==> src/rtl/counter_sweep_ctrl_if.sv <==
// Sweep controller bundle: request/config inputs, counter feedback and command outputs, status.
// The optional hold input exists only when SWEEP_HOLD_EN is defined.
interface counter_sweep_ctrl_if;
   logic       start;
   logic       stop;
   logic [3:0] lo;
   logic [3:0] hi;
   logic [3:0] cycles;
   logic [3:0] ctr_q;
   logic       ctr_load;
   logic [3:0] ctr_data;
   logic       ctr_enable;
   logic       ctr_select;
   logic       busy;
   logic       done;
   logic       err;
   logic [3:0] pass_cnt;
`ifdef SWEEP_HOLD_EN
   logic       hold;

   modport master (
      output start, stop, lo, hi, cycles, ctr_q, hold,
      input  ctr_load, ctr_data, ctr_enable, ctr_select, busy, done, err, pass_cnt
   );
   modport slave (
      input  start, stop, lo, hi, cycles, ctr_q, hold,
      output ctr_load, ctr_data, ctr_enable, ctr_select, busy, done, err, pass_cnt
   );
`else
   modport master (
      output start, stop, lo, hi, cycles, ctr_q,
      input  ctr_load, ctr_data, ctr_enable, ctr_select, busy, done, err, pass_cnt
   );
   modport slave (
      input  start, stop, lo, hi, cycles, ctr_q,
      output ctr_load, ctr_data, ctr_enable, ctr_select, busy, done, err, pass_cnt
   );
`endif
endinterface

==> src/rtl/counter_sweep_ctrl.sv <==
// Drives an external up/down counter lo->hi->lo for N passes (N=0: until stop); commands are
// combinational from state and ctr_q, err is a registered pulse. Macro SWEEP_HOLD_EN adds a hold input.
module counter_sweep_ctrl (
   input  logic                  clk,
   input  logic                  rst_n,
   counter_sweep_ctrl_if.slave   sif
);

   typedef enum logic [2:0] {
      S_IDLE,
      S_LOAD,
      S_UP,
      S_DOWN,
      S_DONE
   } state_t;

   state_t     state_q, state_d;
   logic [3:0] lo_q, lo_d;
   logic [3:0] hi_q, hi_d;
   logic [3:0] cyc_q, cyc_d;
   logic [3:0] pass_q, pass_d;
   logic       err_q, err_d;

   logic       hold_w;
   logic       load_w;
   logic [3:0] data_w;
   logic       enable_w;
   logic       select_w;

`ifdef SWEEP_HOLD_EN
   assign hold_w = sif.hold;
`else
   assign hold_w = 1'b0;
`endif

   always_ff @(posedge clk or negedge rst_n) begin
      if (!rst_n) begin
         state_q <= S_IDLE;
         lo_q    <= 4'd0;
         hi_q    <= 4'd0;
         cyc_q   <= 4'd0;
         pass_q  <= 4'd0;
         err_q   <= 1'b0;
      end else begin
         state_q <= state_d;
         lo_q    <= lo_d;
         hi_q    <= hi_d;
         cyc_q   <= cyc_d;
         pass_q  <= pass_d;
         err_q   <= err_d;
      end
   end

   always_comb begin
      state_d  = state_q;
      lo_d     = lo_q;
      hi_d     = hi_q;
      cyc_d    = cyc_q;
      pass_d   = pass_q;
      err_d    = 1'b0;
      load_w   = 1'b0;
      data_w   = 4'd0;
      enable_w = 1'b0;
      select_w = 1'b0;

      case (state_q)
         S_IDLE: begin
            if (sif.start) begin
               if (sif.lo < sif.hi) begin
                  lo_d    = sif.lo;
                  hi_d    = sif.hi;
                  cyc_d   = sif.cycles;
                  pass_d  = 4'd0;
                  state_d = S_LOAD;
               end else begin
                  err_d = 1'b1;
               end
            end
         end
         S_LOAD: begin
            if (sif.stop) begin
               state_d = S_IDLE;
            end else begin
               load_w  = 1'b1;
               data_w  = lo_q;
               state_d = S_UP;
            end
         end
         S_UP: begin
            // Reaching the ceiling costs one idle dwell cycle before turning around.
            if (sif.stop) begin
               state_d = S_IDLE;
            end else if (!hold_w) begin
               if (sif.ctr_q != hi_q) begin
                  enable_w = 1'b1;
                  select_w = 1'b1;
               end else begin
                  state_d = S_DOWN;
               end
            end
         end
         S_DOWN: begin
            if (sif.stop) begin
               state_d = S_IDLE;
            end else if (!hold_w) begin
               if (sif.ctr_q != lo_q) begin
                  enable_w = 1'b1;
               end else begin
                  pass_d = pass_q + 4'd1;
                  if ((cyc_q != 4'd0) && ((pass_q + 4'd1) == cyc_q))
                     state_d = S_DONE;
                  else
                     state_d = S_UP;
               end
            end
         end
         S_DONE: begin
            state_d = S_IDLE;
         end
         default: begin
            state_d = S_IDLE;
         end
      endcase
   end

   assign sif.ctr_load   = load_w;
   assign sif.ctr_data   = data_w;
   assign sif.ctr_enable = enable_w;
   assign sif.ctr_select = select_w;
   assign sif.busy       = (state_q != S_IDLE);
   assign sif.done       = (state_q == S_DONE);
   assign sif.err        = err_q;
   assign sif.pass_cnt   = pass_q;

endmodule

==> src/flat_wrapper.sv <==
// flat-port wrapper written by rule: the top's interface ports become plain ports
module counter_sweep_ctrl_flat 
  (clk, rst_n, sif_start, sif_stop, sif_lo, sif_hi, sif_cycles, sif_ctr_q, sif_ctr_load, sif_ctr_data, sif_ctr_enable, sif_ctr_select, sif_busy, sif_done, sif_err, sif_pass_cnt);
  counter_sweep_ctrl_if sif_i ();
  input  logic clk;
  input  logic rst_n;
  input wire logic [$bits(sif_i.start)-1:0] sif_start;
  input wire logic [$bits(sif_i.stop)-1:0] sif_stop;
  input wire logic [$bits(sif_i.lo)-1:0] sif_lo;
  input wire logic [$bits(sif_i.hi)-1:0] sif_hi;
  input wire logic [$bits(sif_i.cycles)-1:0] sif_cycles;
  input wire logic [$bits(sif_i.ctr_q)-1:0] sif_ctr_q;
  output wire logic [$bits(sif_i.ctr_load)-1:0] sif_ctr_load;
  output wire logic [$bits(sif_i.ctr_data)-1:0] sif_ctr_data;
  output wire logic [$bits(sif_i.ctr_enable)-1:0] sif_ctr_enable;
  output wire logic [$bits(sif_i.ctr_select)-1:0] sif_ctr_select;
  output wire logic [$bits(sif_i.busy)-1:0] sif_busy;
  output wire logic [$bits(sif_i.done)-1:0] sif_done;
  output wire logic [$bits(sif_i.err)-1:0] sif_err;
  output wire logic [$bits(sif_i.pass_cnt)-1:0] sif_pass_cnt;
  assign sif_i.start = sif_start;
  assign sif_i.stop = sif_stop;
  assign sif_i.lo = sif_lo;
  assign sif_i.hi = sif_hi;
  assign sif_i.cycles = sif_cycles;
  assign sif_i.ctr_q = sif_ctr_q;
  assign sif_ctr_load = sif_i.ctr_load;
  assign sif_ctr_data = sif_i.ctr_data;
  assign sif_ctr_enable = sif_i.ctr_enable;
  assign sif_ctr_select = sif_i.ctr_select;
  assign sif_busy = sif_i.busy;
  assign sif_done = sif_i.done;
  assign sif_err = sif_i.err;
  assign sif_pass_cnt = sif_i.pass_cnt;
  counter_sweep_ctrl u_core (.clk(clk), .rst_n(rst_n), .sif(sif_i));
endmodule
==> config.mk <==
export PLATFORM = sky130hd
export DESIGN_NAME = counter_sweep_ctrl_flat
export DESIGN_NICKNAME = d
export VERILOG_FILES = /design/src/rtl/counter_sweep_ctrl_if.sv /design/src/rtl/counter_sweep_ctrl.sv /design/src/flat_wrapper.sv
export SDC_FILE = /design/constraint.sdc
export NUM_CORES = 1
export LEC_CHECK = 0
export CAP_MARGIN = 0
export CORE_MARGIN = 1.5
export CORE_UTILIZATION = 30
export CTS_CLUSTER_SIZE = 16
export DETAILED_ROUTE_END_ITERATION = 8
export SETUP_SLACK_MARGIN = 0.15
export SYNTH_ARGS = -nofsm -noshare
export SYNTH_HDL_FRONTEND = slang
export SYNTH_SLANG_ARGS = --single-unit
==> constraint.sdc <==
create_clock -name clk -period 3.3 [get_ports clk]
set_clock_uncertainty 0.1 [all_clocks]
set_input_delay 0.825 -clock clk [delete_from_list [all_inputs] [get_ports clk]]
set_output_delay 0.825 -clock clk [all_outputs]
set_load 0.005 [all_outputs]
# Yosys cells after proc, flatten, opt, wreduce, memory -nomap -nowiden
# Cells that the tools add are included.
[op_classes] n_lt_le_gt_ge=1 reduce_logical=8 n_bitwise=0 div=0 n_addsub=1 n_mul=0 eq_ne=13 mux=27 shift=0
[op_table] operator="2-to-1 mux 4 bit" count=6
[op_table] operator="2-to-1 mux 3 bit" count=7
[op_table] operator="one-hot mux 3 bit (4 select lines)" count=1
[op_table] operator="2-to-1 mux 1 bit" count=10
[op_table] operator="inequality test 4 bit" count=2
[op_table] operator="one-hot mux 4 bit (2 select lines)" count=1
[op_table] operator="== test 3 x 2 -> 1 bit (second input constant)" count=2
[op_table] operator="inequality test 2 bit (second input constant)" count=3
[op_table] operator="inequality test 3 bit (second input constant)" count=2
[op_table] operator="AND reduction 5 bit" count=1
[op_table] operator="adder 4 x 1 -> 4 bit (second input constant)" count=1
[op_table] operator="== test 4 bit" count=1
[op_table] operator="less-than comparator 4 bit" count=1
[op_table] operator="AND reduction 4 bit" count=1
[op_table] operator="nonzero test 4 bit" count=1
[op_table] operator="== test 3 x 1 -> 1 bit (second input constant)" count=1
[op_table] operator="== test 3 bit (second input constant)" count=1
[op_table] operator="logical NOT 3 bit" count=1
[op_table] operator="AND reduction 3 bit" count=1
[op_table] operator="nonzero test 3 bit" count=1
[op_table] operator="2-to-1 mux 2 bit" count=1
[op_table] operator="inequality test 2 x 1 -> 1 bit (second input constant)" count=1
[op_table] operator="one-hot mux 1 bit (2 select lines)" count=1
[op_table] operator="nonzero test 2 bit" count=1
[op_table] operator="logical AND 1 bit" count=1
[totals] memories=0 latchBits=0 output_inout_bits=14 inputBits=20 mem_bits_ro=0 ramBits=0 ff_bits=20 word_cells=56

# Longest topological paths before layout
[logic_depth] depth_word=7 ltp_mapped=8 ltp_nobuf=7

# Worst setup path before layout
# No wires, ideal clock.
[synth_path] kind="input -> output" start="input port sif_ctr_q[3]" end="output port sif_ctr_enable" t_required_ns=2.375 arrival_time_ns=1.565 setup_slack_ns=0.810 n_path_buf=0 cell_stages=3 path_cell_list="xor2_1 o41a_1 nand2b_1"
[synth_between] elab_chain_len=4 elab_cells_between_ends=7 classes_between="2 x eq/ne; 5 x mux"
[synth_lines] item="start, declared" line="flat_wrapper.sv:12" source="input wire logic [$bits(sif_i.ctr_q)-1:0] sif_ctr_q;"
[synth_lines] item="inequality test 4 bit (on tied branches)" line="counter_sweep_ctrl.sv:106, counter_sweep_ctrl.sv:94"
[synth_lines] item="2-to-1 mux 1 bit (on tied branches)" line="counter_sweep_ctrl.sv:106, counter_sweep_ctrl.sv:94"
[synth_lines] item="2-to-1 mux 1 bit (on tied branches)" line="counter_sweep_ctrl.sv:103, counter_sweep_ctrl.sv:91"
[synth_lines] item="one-hot mux 1 bit (2 select lines) (*)" line="counter_sweep_ctrl.sv:66" source="case (state_q)"
[synth_lines] item="end, declared" line="flat_wrapper.sv:15" source="output wire logic [$bits(sif_i.ctr_enable)-1:0] sif_ctr_enable;"
# Mark *: on every way between the ends. The rest lies on a longest branch, timed or not.

# Final worst setup path
[layout_path] start="input port sif_ctr_q[0]" end="output port sif_ctr_enable"
# Same word-level chain as after synthesis.

==> key figures <==
Min path
  – Hold Path Class: reg2reg

Synth
  – Top cells by count, synth: 20 x dfrtp_1, 9 x mux2_2, 8 x nand2_1
  – Avg Cell Area, Syn: about 11 um^2
  – Yosys warnings: 0
  – Top cell type's share of synthesized area: 43.6%
  – Synth area leaders: dfrtp_1 44%, mux2_2 8.8%, xnor2_1 5.3%
  – Leading area contributor after synthesis: dfrtp_1
  – Ys async rst share: 100%
  – Sequential fraction of the synthesis area: a little over two fifths
  – Unique masters post-synth: 32
  – Most frequent cell after synthesis: dfrtp_1
  – Number of synthesized flops with an enable pin: 0
  – Synthesized Nets: approximately 130
  – Syn Std Cell Area: between 1000 and 1500 um^2
  – Synth Register Bits: 20
  – Synthesized instance count: around 110
  – Top_reg_cell synth: dfrtp_1

Setup path
  – Worst Path Required: roughly 2.4 ns
  – CP max-delay cell: clkdlybuf4s50_1
  – Slowest stage delay, CP: around 0.43 ns
  – Crit. End Element: output pin
  – Crit start category: input port
  – Arrival @ worst endpoint: approximately 2.1 ns
  – Critical path class: in2out
  – Crit path max fanout: 3
  – CP Cell Sequence: clkdlybuf4s50_1 -> xor2_1 -> o41a_1 -> nand2b_1 -> dlygate4sd2_1

Timing
  – RSZ-0062 raised after global routing: yes
  – Final number of setup-violating endpoints: 0
  – Slew @ Worst Pin: about 0.92 ns
  – Fmax: around 330 MHz
  – Total negative slack: 0 ns
  – Final-report max-slew violation count: 0
  – Fin crit share: a little over 90%
  – Fin crit period: about 3.1 ns
  – Hold Fails Final Rpt: 0
  – Max_slew headroom: a little under 40%
  – Final worst slack: 0.233 ns

Drt
  – DRT Pass-1 Iters: 4
  – Iter 0 DRT Violations: 32
  – Vias: a little over 900
  – Via density: approximately 4.6
  – Routed WL: about 2600 um
  – Post-route ant nets: 0
  – DRC viols: 0
  – Routed length per instance: 13.0 um

Clocking
  – Post-cts hold buffer count: 0
  – CTS tree: done
  – CTS root buf: clkbuf_8
  – Clock Sinks: 20
  – CTS max path bufs: 2
  – Htree depth: 1
  – Worst-path clk slew: approximately 0.07 ns
  – Clk Latency, worst-skew pair: approximately 0.25 ns
  – Clock buffer count from CTS: 3

Cells and area
  – Area delta synth->final: 45.2%
  – Seq. cell area: between 500 and 600 um^2
  – Proportion of layout cells with a drive suffix above 1: approximately 19%
  – Fillers: about 350
  – Post-route cell area: 1670 um^2
  – Area of the multi-input gates: around 630 um^2
  – Number of diodes: 0
  – # nets final: 176
  – Finished Layout Cells: roughly 200
  – Util after Layout: 45.6%

Flow run
  – Max Cap Viol: 0

Placed design
  – GP Congestion: approximately 0.76
  – DP Cell Count: 193
  – Port bufs: 33
  – HPWL after detailed placement: 2080 um
  – DP Worst Slack: -0.188 ns
  – Dpl cell area: about 1600 um^2

Die
  – Die area: approximately 4200 um^2
  – I/O pins: 34
  – Die X: roughly 65 um
  – Initial core utilization: a little under a third
  – # rows: 22
  – Die height: 64.9 um
  – Core area: roughly 3700 um^2

Global routing
  – Vias in the first global route: about 1000
  – Total grt overflow: 0
  – First-pass GRT wire length: around 4500 um
  – Gr usage total: between 10 and 15%
  – Initial antenna violation count: 0
  – Largest net degree at the start of global routing: 21

Status
  – Status: finished clean

Power and ir drop
  – P per Cell Area: 596 nW/um^2
  – LEAKAGE: 0.771 nW
  – Worst VDD drop: approximately 330 uV
==> sequential cells by signal (all words and copies together), names as in the netlist <==
name                 count
u_core.cyc_q             4
u_core.hi_q              4
u_core.lo_q              4
u_core.state_q           3
u_core.sif.err           1
u_core.sif.pass_cnt      4
==> cell usage in the layout, fill, tap and decap left out, drive strengths merged, types with 3 or more instances in the layout <==
| cell type | synthesis | routed |
|---|---|---|
| dfrtp | 20 | 20 |
| nor3 | 7 | 7 |
| nor2 | 5 | 5 |
| and2 | 5 | 5 |
| clkdlybuf4s50 | 0 | 27 |
| ha | 4 | 4 |
| nand2 | 8 | 8 |
| nand2b | 4 | 4 |
| o21ai | 5 | 5 |
| clkbuf | 0 | 4 |
| dlygate4sd2 | 0 | 3 |
| buf | 3 | 9 |
| mux2 | 9 | 9 |
| dlymetal6s2s | 0 | 3 |
| inv | 6 | 6 |
| xnor2 | 7 | 7 |
| xor2 | 6 | 6 |
==> where the power goes <==
| part | internal [mW] | switching (mW) | total (mW) | leakage (nW) |
|---|---|---|---|---|
| Combinational | 0.228 | 0.162 | 0.390 | 0.490 |
| Sequential | 0.333 | 0.0848 | 0.418 | 0.253 |
| Clock | 0.106 | 0.0801 | 0.186 | 0.0288 |
| Total | 0.667 | 0.327 | 0.993 | 0.771 |
==> cell type report <==
cell class | instances | share of cell area (%)
multi-input combinational | 79 | 37.7
sequential | 20 | 30.0
timing repair buffer | 42 | 24.1
tap | 48 | 3.60
clock buffer | 4 | 3.30
inverter | 6 | 1.35
==> layer usage <==
layer | GRT usage [%] | share of wire [%] | vias up
met5 | 0 | 0 | -
met4 | 4.52 | 1.0 | 0
met3 | 3.30 | 2.6 | 2
met2 | 23.8 | 49 | 16
met1 | 17.8 | 47 | 430
li1 | - | - | 460
==> worst paths after layout <==
path | depth (start not counted) | slack (ns) | to | from
hold reg to reg | 2 | 0.40 | u_core.hi_q[1]$_DFFE_PN0P_ | u_core.hi_q[1]$_DFFE_PN0P_
max in group asynchronous | 1 | 1.56 | u_core.cyc_q[2]$_DFFE_PN0P_ | rst_n
setup reg to reg | 5 | 1.17 | u_core.sif.pass_cnt[1]$_DFFE_PN0P_ | u_core.state_q[1]$_DFFE_PN0P_
hold / removal | 2 | 0.40 | u_core.hi_q[1]$_DFFE_PN0P_ | u_core.hi_q[1]$_DFFE_PN0P_
min in group asynchronous | 1 | 0.98 | u_core.hi_q[3]$_DFFE_PN0P_ | rst_n
setup / recovery | 5 | 0.23 | sif_ctr_enable | sif_ctr_q[0]
==> kinds of logic (layout without fill, tap and decap cells) <==
family,after synthesis,in the layout,share of synthesized area (%)
simple gates,37,37,17.1
flops,20,20,43.6
compound gates,16,16,12.4
xor+xnor,13,13,9.91
mux,9,9,8.82
buf+inv,9,52,3.81
fa+ha+maj,4,4,4.36
==> worst max-delay path, delay by kind of cell <==
| kind | cells | cell delay, ns |
|---|---|---|
| AND/OR/NAND/NOR | 1 | 0.15 |
| AO/OA/AOI/OAI | 1 | 0.33 |
| buffers and inverters | 2 | 0.68 |
| XOR/XNOR | 1 | 0.16 |
==> per-stage QoR <==
step	hold WS (ns)	power, mW
final	0.404	0.993
after global routing	0.436	1.07
after CTS	0.408	1.01
after detailed placement	0.390	0.802
after global placement	0.397	0.785
after floorplan	0.369	0.643
==> what timing repair did <==
item,in CTS,in global routing
pin swaps,3,2
resized for setup,7,3
buffers inserted,2,0
endpoints found under the setup margin,6,5
(Power assumes the default switching activity.)
